## config.mk

```make
export PLATFORM = sky130hd
export DESIGN_NAME = fir_config_sequencer
export DESIGN_NICKNAME = d
export VERILOG_FILES = /design/src/rtl/fir_config_sequencer.sv
export SDC_FILE = /design/constraint.sdc
export NUM_CORES = 1
export LEC_CHECK = 0
export BUFFER_PORTS_ARGS = -buffer_cell sky130_fd_sc_hd__buf_2
export CAP_MARGIN = 20
export CORE_MARGIN = 3
export CORE_UTILIZATION = 25
export CTS_CLUSTER_SIZE = 8
export DETAILED_ROUTE_END_ITERATION = 10
export HOLD_SLACK_MARGIN = 0.03
export PLACE_DENSITY = 0.45
export SETUP_SLACK_MARGIN = 0.3
export SLEW_MARGIN = 0
export SYNTH_ARGS = -nofsm -noshare
export SYNTH_HDL_FRONTEND = slang
export SYNTH_SLANG_ARGS = --single-unit
```

## constraint.sdc

```tcl
create_clock -name clk -period 3.5 [get_ports clk]
set_input_delay 0.35 -clock clk [delete_from_list [all_inputs] [get_ports clk]]
set_output_delay 0.35 -clock clk [all_outputs]
set_load 0.01 [all_outputs]
```

## src/rtl/fir_config_sequencer.sv

```systemverilog
// fir_config_sequencer
//   Front-end controller for a 7-tap FIR filter. Keeps a host-writable
//   shadow of the tap weights, streams them into the filter over a
//   valid/ready weight port, gates the sample stream so samples only reach
//   the filter while a full weight set is loaded, and drains in-flight
//   samples before a reload.
//
//   state    | meaning
//   ---------+-----------------------------------------------------------
//   ST_IDLE  | no weights loaded, sample stream closed, waiting cfg_start
//   ST_LOAD  | offering shadow[tap_q] to the filter, stream closed
//   ST_RUN   | weights loaded, sample stream open (bounded by in-flight)
//   ST_DRAIN | reload requested, stream closed until in-flight reaches 0

module fir_config_sequencer #(
  parameter int TAPS         = 7,
  parameter int DATA_W       = 8,
  parameter int IDX_W        = 3,
  parameter int MAX_INFLIGHT = 15,
  parameter int CNT_W        = 4
) (
  input  logic              clk,
  input  logic              rst,
  // shadow weight configuration
  input  logic              cfg_we,
  input  logic [IDX_W-1:0]  cfg_addr,
  input  logic [DATA_W-1:0] cfg_wdata,
  input  logic              cfg_start,
  // status
  output logic              busy,
  output logic              running,
  output logic              cfg_done,
  // weight port towards the filter
  output logic              fir_weight_valid,
  input  logic              fir_weight_ready,
  output logic [IDX_W-1:0]  fir_weight_idx,
  output logic [DATA_W-1:0] fir_weight_data,
  // sample stream
  input  logic              src_valid,
  output logic              src_ready,
  output logic              fir_input_valid,
  input  logic              fir_input_ready,
  input  logic              fir_output_valid,
  input  logic              fir_output_ready
);

  typedef enum logic [1:0] {
    ST_IDLE  = 2'd0,
    ST_LOAD  = 2'd1,
    ST_RUN   = 2'd2,
    ST_DRAIN = 2'd3
  } state_t;

  localparam logic [IDX_W-1:0] LAST_TAP = IDX_W'(TAPS - 1);
  localparam logic [IDX_W:0]   TAPS_EXT = (IDX_W + 1)'(TAPS);
  localparam logic [CNT_W-1:0] MAX_CNT  = CNT_W'(MAX_INFLIGHT);

  state_t              state_q;
  logic [IDX_W-1:0]    tap_q;
  logic                cfg_done_q;
  logic [CNT_W-1:0]    inflight_q;
  logic [CNT_W-1:0]    inflight_d;
  logic [DATA_W-1:0]   shadow_q [TAPS];

  logic                gate_open;
  logic                in_hs;
  logic                out_hs;
  logic                shadow_wr;

  // Sample gate: open only in RUN and only while the filter has room for
  // another in-flight sample, so the counter can never pass MAX_INFLIGHT.
  assign gate_open       = (state_q == ST_RUN) && (inflight_q < MAX_CNT);
  assign fir_input_valid = src_valid & gate_open;
  assign src_ready       = fir_input_ready & gate_open;

  assign in_hs  = src_valid & src_ready;
  assign out_hs = fir_output_valid & fir_output_ready;

  assign fir_weight_valid = (state_q == ST_LOAD);
  assign fir_weight_idx   = tap_q;
  assign fir_weight_data  = shadow_q[tap_q];

  assign busy     = (state_q == ST_LOAD) || (state_q == ST_DRAIN);
  assign running  = (state_q == ST_RUN);
  assign cfg_done = cfg_done_q;

  assign shadow_wr = cfg_we && ({1'b0, cfg_addr} < TAPS_EXT);

  // Shadow weight store: host writes land at the next edge in any state.
  always_ff @(posedge clk or negedge rst) begin
    if (!rst) begin
      for (int i = 0; i < TAPS; i++) begin
        shadow_q[i] <= '0;
      end
    end else if (shadow_wr) begin
      shadow_q[cfg_addr] <= cfg_wdata;
    end
  end

  // In-flight next value; an output with nothing outstanding is a filter
  // protocol violation and is absorbed at zero rather than wrapping.
  always_comb begin
    inflight_d = inflight_q;
    if (in_hs && !out_hs) begin
      inflight_d = inflight_q + CNT_W'(1);
    end else if (!in_hs && out_hs && (inflight_q != '0)) begin
      inflight_d = inflight_q - CNT_W'(1);
    end
  end

  // In-flight counter, tracked in every state so outputs drain anywhere.
  always_ff @(posedge clk or negedge rst) begin
    if (!rst) begin
      inflight_q <= '0;
    end else begin
      inflight_q <= inflight_d;
    end
  end

  // Sequencer FSM with registered tap counter and done pulse.
  always_ff @(posedge clk or negedge rst) begin
    if (!rst) begin
      state_q    <= ST_IDLE;
      tap_q      <= '0;
      cfg_done_q <= 1'b0;
    end else begin
      cfg_done_q <= 1'b0;
      unique case (state_q)
        ST_IDLE: begin
          if (cfg_start) begin
            state_q <= ST_LOAD;
            tap_q   <= '0;
          end
        end
        ST_LOAD: begin
          if (fir_weight_ready) begin
            if (tap_q == LAST_TAP) begin
              state_q    <= ST_RUN;
              tap_q      <= '0;
              cfg_done_q <= 1'b1;
            end else begin
              tap_q <= tap_q + IDX_W'(1);
            end
          end
        end
        ST_RUN: begin
          if (cfg_start) begin
            state_q <= ST_DRAIN;
          end
        end
        ST_DRAIN: begin
          if (inflight_q == '0) begin
            state_q <= ST_LOAD;
            tap_q   <= '0;
          end
        end
        default: begin
          state_q <= ST_IDLE;
          tap_q   <= '0;
        end
      endcase
    end
  end

endmodule

```

==> impl_metrics.toml <==
[status]
outcome = "finished clean"

[clock_tree]
clk_pin_slew_ns = 0.05
tritoncts = "done"
numCtsBuffers = 9
postCtsSetupRepairBufs = 0
post_cts_resized = 0
clockRootBuffer = "clkbuf_16"
htreeDepth = 3
clk_path_buf_depth = 2
hold_buffers = 0
clock_latency_ns = 0.33
clock_sinks = 66

[grt]
antenna_found_initial = 0
grt_pass1_vias = 2101
overflow = 0
track_usage_pct = 10.7
grt_pass1_wl_um = 11800
grt_start_max_net_pins = 67

[floorplanning]
row_count = 41
start_util_pct = 25.9
die_w_um = 121
coreArea_um2 = 12700
dieArea_um2 = 14600
io-pin-count = 37
die_h_um = 121

[synthesis]
synth_cell_types = 39
synth-seq-cells = 66
ys_warn_count = 0
yosysSeqAreaShare_pct = 50.2
netlist_area_um2 = 3290
syn_area_per_cell_um2 = 13.2
syn_inst = 249
syn_nets = 278

[pwr]
peakVddDrop_mv = 0.310
power_density_nw_per_um2 = 766
power_leakage_nw = 1.71

[routing]
drt_iter0_markers = 91
vias = 2078
wl_per_cell_um = 15.7
ant_nets = 0
drt_pass1_iterations = 4
viasPerCell = 4.46
drc_errors = 0
routed_wl_um = 7330

[place]
portBuffers = 36
dp_hpwl_um = 4780
gp_congestion = 0.712

[timing]
rsz0062_at_grt = "false"
fin_crit_ns = 2.66
slew_headroom_pct = 27.5
report.final.slew_viol_count = 0
tightest_slew_ns = 1.08
fmax_ghz = 0.376
hold_viol = 0
finClkSkew_ns = 0.00342
setup_viol = 0
totalNegativeSetupSlack_ns = 0
period_share_pct = 76.0
hold_ws_ns = 0.214

[critical_path]
arrival_ns = 2.86
crit_path_start_kind = "flip-flop"
rr_startpoint = "state_q[0]"
crit_required_ns = 3.70
rr_worst_depth = 9
crit_path_max_fanout = 6
r2r_slack_ns = 0.84
crit_type = "reg2reg"
r2r-end = "inflight_q[3]"
endpoint_kind = "flip-flop"

[final_layout]
nets = 320
syn2layout_area_growth_pct = 20.8
most-common-layout-cells = "dfrtp_1 (66), mux2_2 (59), buf_2 (36)"
antenna_cells = 0
final_common_cell = "dfrtp_1"
layout-drive-gt1-share_pct = 44.2

[job]
maxCapViolations = 0

[hold_path]
hp-class = "in2async"
[how the worst max path moves through the flow]
stage	from	end	slack [ns]	cells past startpoint
4_1_cts	state_q[0]	inflight_q[3]	0.82	9
6_report	state_q[0]	inflight_q[3]	0.84	9
2_1_floorplan	state_q[0]	inflight_q[3]	0.98	9
3_5_place_dp	state_q[0]	inflight_q[3]	0.83	9
3_3_place_gp	state_q[0]	inflight_q[3]	0.94	9
5_1_grt	state_q[0]	inflight_q[3]	0.58	9
[synthesized netlist by cell type]
| cell type | instances | area, µm² |
|---|---|---|
| a211oi_1 | 1 | 7.51 |
| a21boi_2 | 1 | 11.3 |
| a21o_1 | 1 | 7.51 |
| a21oi_1 | 18 | 90.1 |
| and2_1 | 1 | 6.26 |
| and3_1 | 4 | 25.0 |
| and3b_1 | 1 | 8.76 |
| and4b_1 | 1 | 10.0 |
| buf_1 | 2 | 7.51 |
| buf_2 | 5 | 25.0 |
| clkbuf_1 | 3 | 11.3 |
| dfrtp_1 | 66 | 1650 |
| fa_1 | 1 | 20.0 |
| ha_1 | 8 | 100 |
| inv_1 | 3 | 11.3 |
| mux2_2 | 59 | 664 |
| mux2i_1 | 9 | 90.1 |
| mux4_2 | 8 | 180 |
| nand2_1 | 5 | 18.8 |
| nand2b_1 | 5 | 31.3 |
| nand3_1 | 3 | 15.0 |
| nand3_2 | 2 | 20.0 |
| nand4_1 | 1 | 6.26 |
| nand4b_1 | 4 | 35.0 |
| nor2_1 | 19 | 71.3 |
| nor2b_1 | 2 | 12.5 |
| nor3_1 | 1 | 5.00 |
| nor3_2 | 1 | 10.0 |
| nor3_4 | 1 | 16.3 |
| nor3b_4 | 2 | 37.5 |
| nor4_1 | 1 | 6.26 |
| o21ai_0 | 3 | 15.0 |
| o31ai_1 | 1 | 7.51 |
| o41ai_1 | 1 | 8.76 |
| o41ai_2 | 1 | 16.3 |
| or2_2 | 1 | 6.26 |
| or4_1 | 1 | 7.51 |
| xnor2_1 | 1 | 8.76 |
| xor2_1 | 1 | 8.76 |
[report_power, final]
part	total, mW	switching (mW)	internal, mW
registers	1.11	0.151	0.954
clock network	0.900	0.318	0.582
logic	1.04	0.509	0.530
total	3.04	0.978	2.07
[metal layers]
layer	routed length (µm)	GRT usage, %	vias up
li1	-	-	994
met1	3680	14.8	1040
met2	3300	16.1	37
met3	266	3.70	7
met4	81	2.76	0
met5	0	0	-
[registers in the layout (all words and copies together) (netlist names)]
register        count
cfg_done            1
fir_weight_idx      3
inflight_q          4
shadow_q           56
state_q             2
[final cells by class]
class | instances | area (µm²)
Fill cell | 1301 | 8750
Clock buffer | 12 | 256
Sequential cell | 66 | 1650
Inverter | 3 | 11.3
Tap cell | 172 | 215
Clock inverter | 2 | 37.5
Timing Repair Buffer | 41 | 218
Multi-Input combinational cell | 170 | 1590
[cell families (layout without fill, tap and decap cells)]
family | Yosys count | after routing | synth area share [%]
fa+ha+maj | 9 | 9 | 3.65
flops | 66 | 66 | 50.2
xor+xnor | 2 | 2 | 0.532
simple gates | 56 | 56 | 10.6
buf+inv | 13 | 58 | 1.67
compound gates | 27 | 27 | 4.98
mux | 76 | 76 | 28.4
[critical path, stage by stage (launching register included)]
cell and delay, ns:
dfrtp_1 0.41, inv_1 0.13, ha_1 0.25, and3_1 0.22
nand3_2 0.15, ha_1 0.35, a21oi_1 0.16, and2_1 0.18
and3b_1 0.18, or4_1 0.50
[through the flow]
stage	std cells	utilization, %	total power [mW]	setup WS, ns	cell area, µm²
final	466	31.2	3.04	0.839	3980
after global routing	466	31.2	3.26	0.582	3980
after CTS	466	31.2	3.10	0.821	3980
after detailed placement	452	28.9	2.18	0.834	3680
after global placement	452	28.9	2.17	0.940	3680
after floorplan	249	-	1.85	0.981	3290
Note: power is estimated with default switching activity, not from simulation.
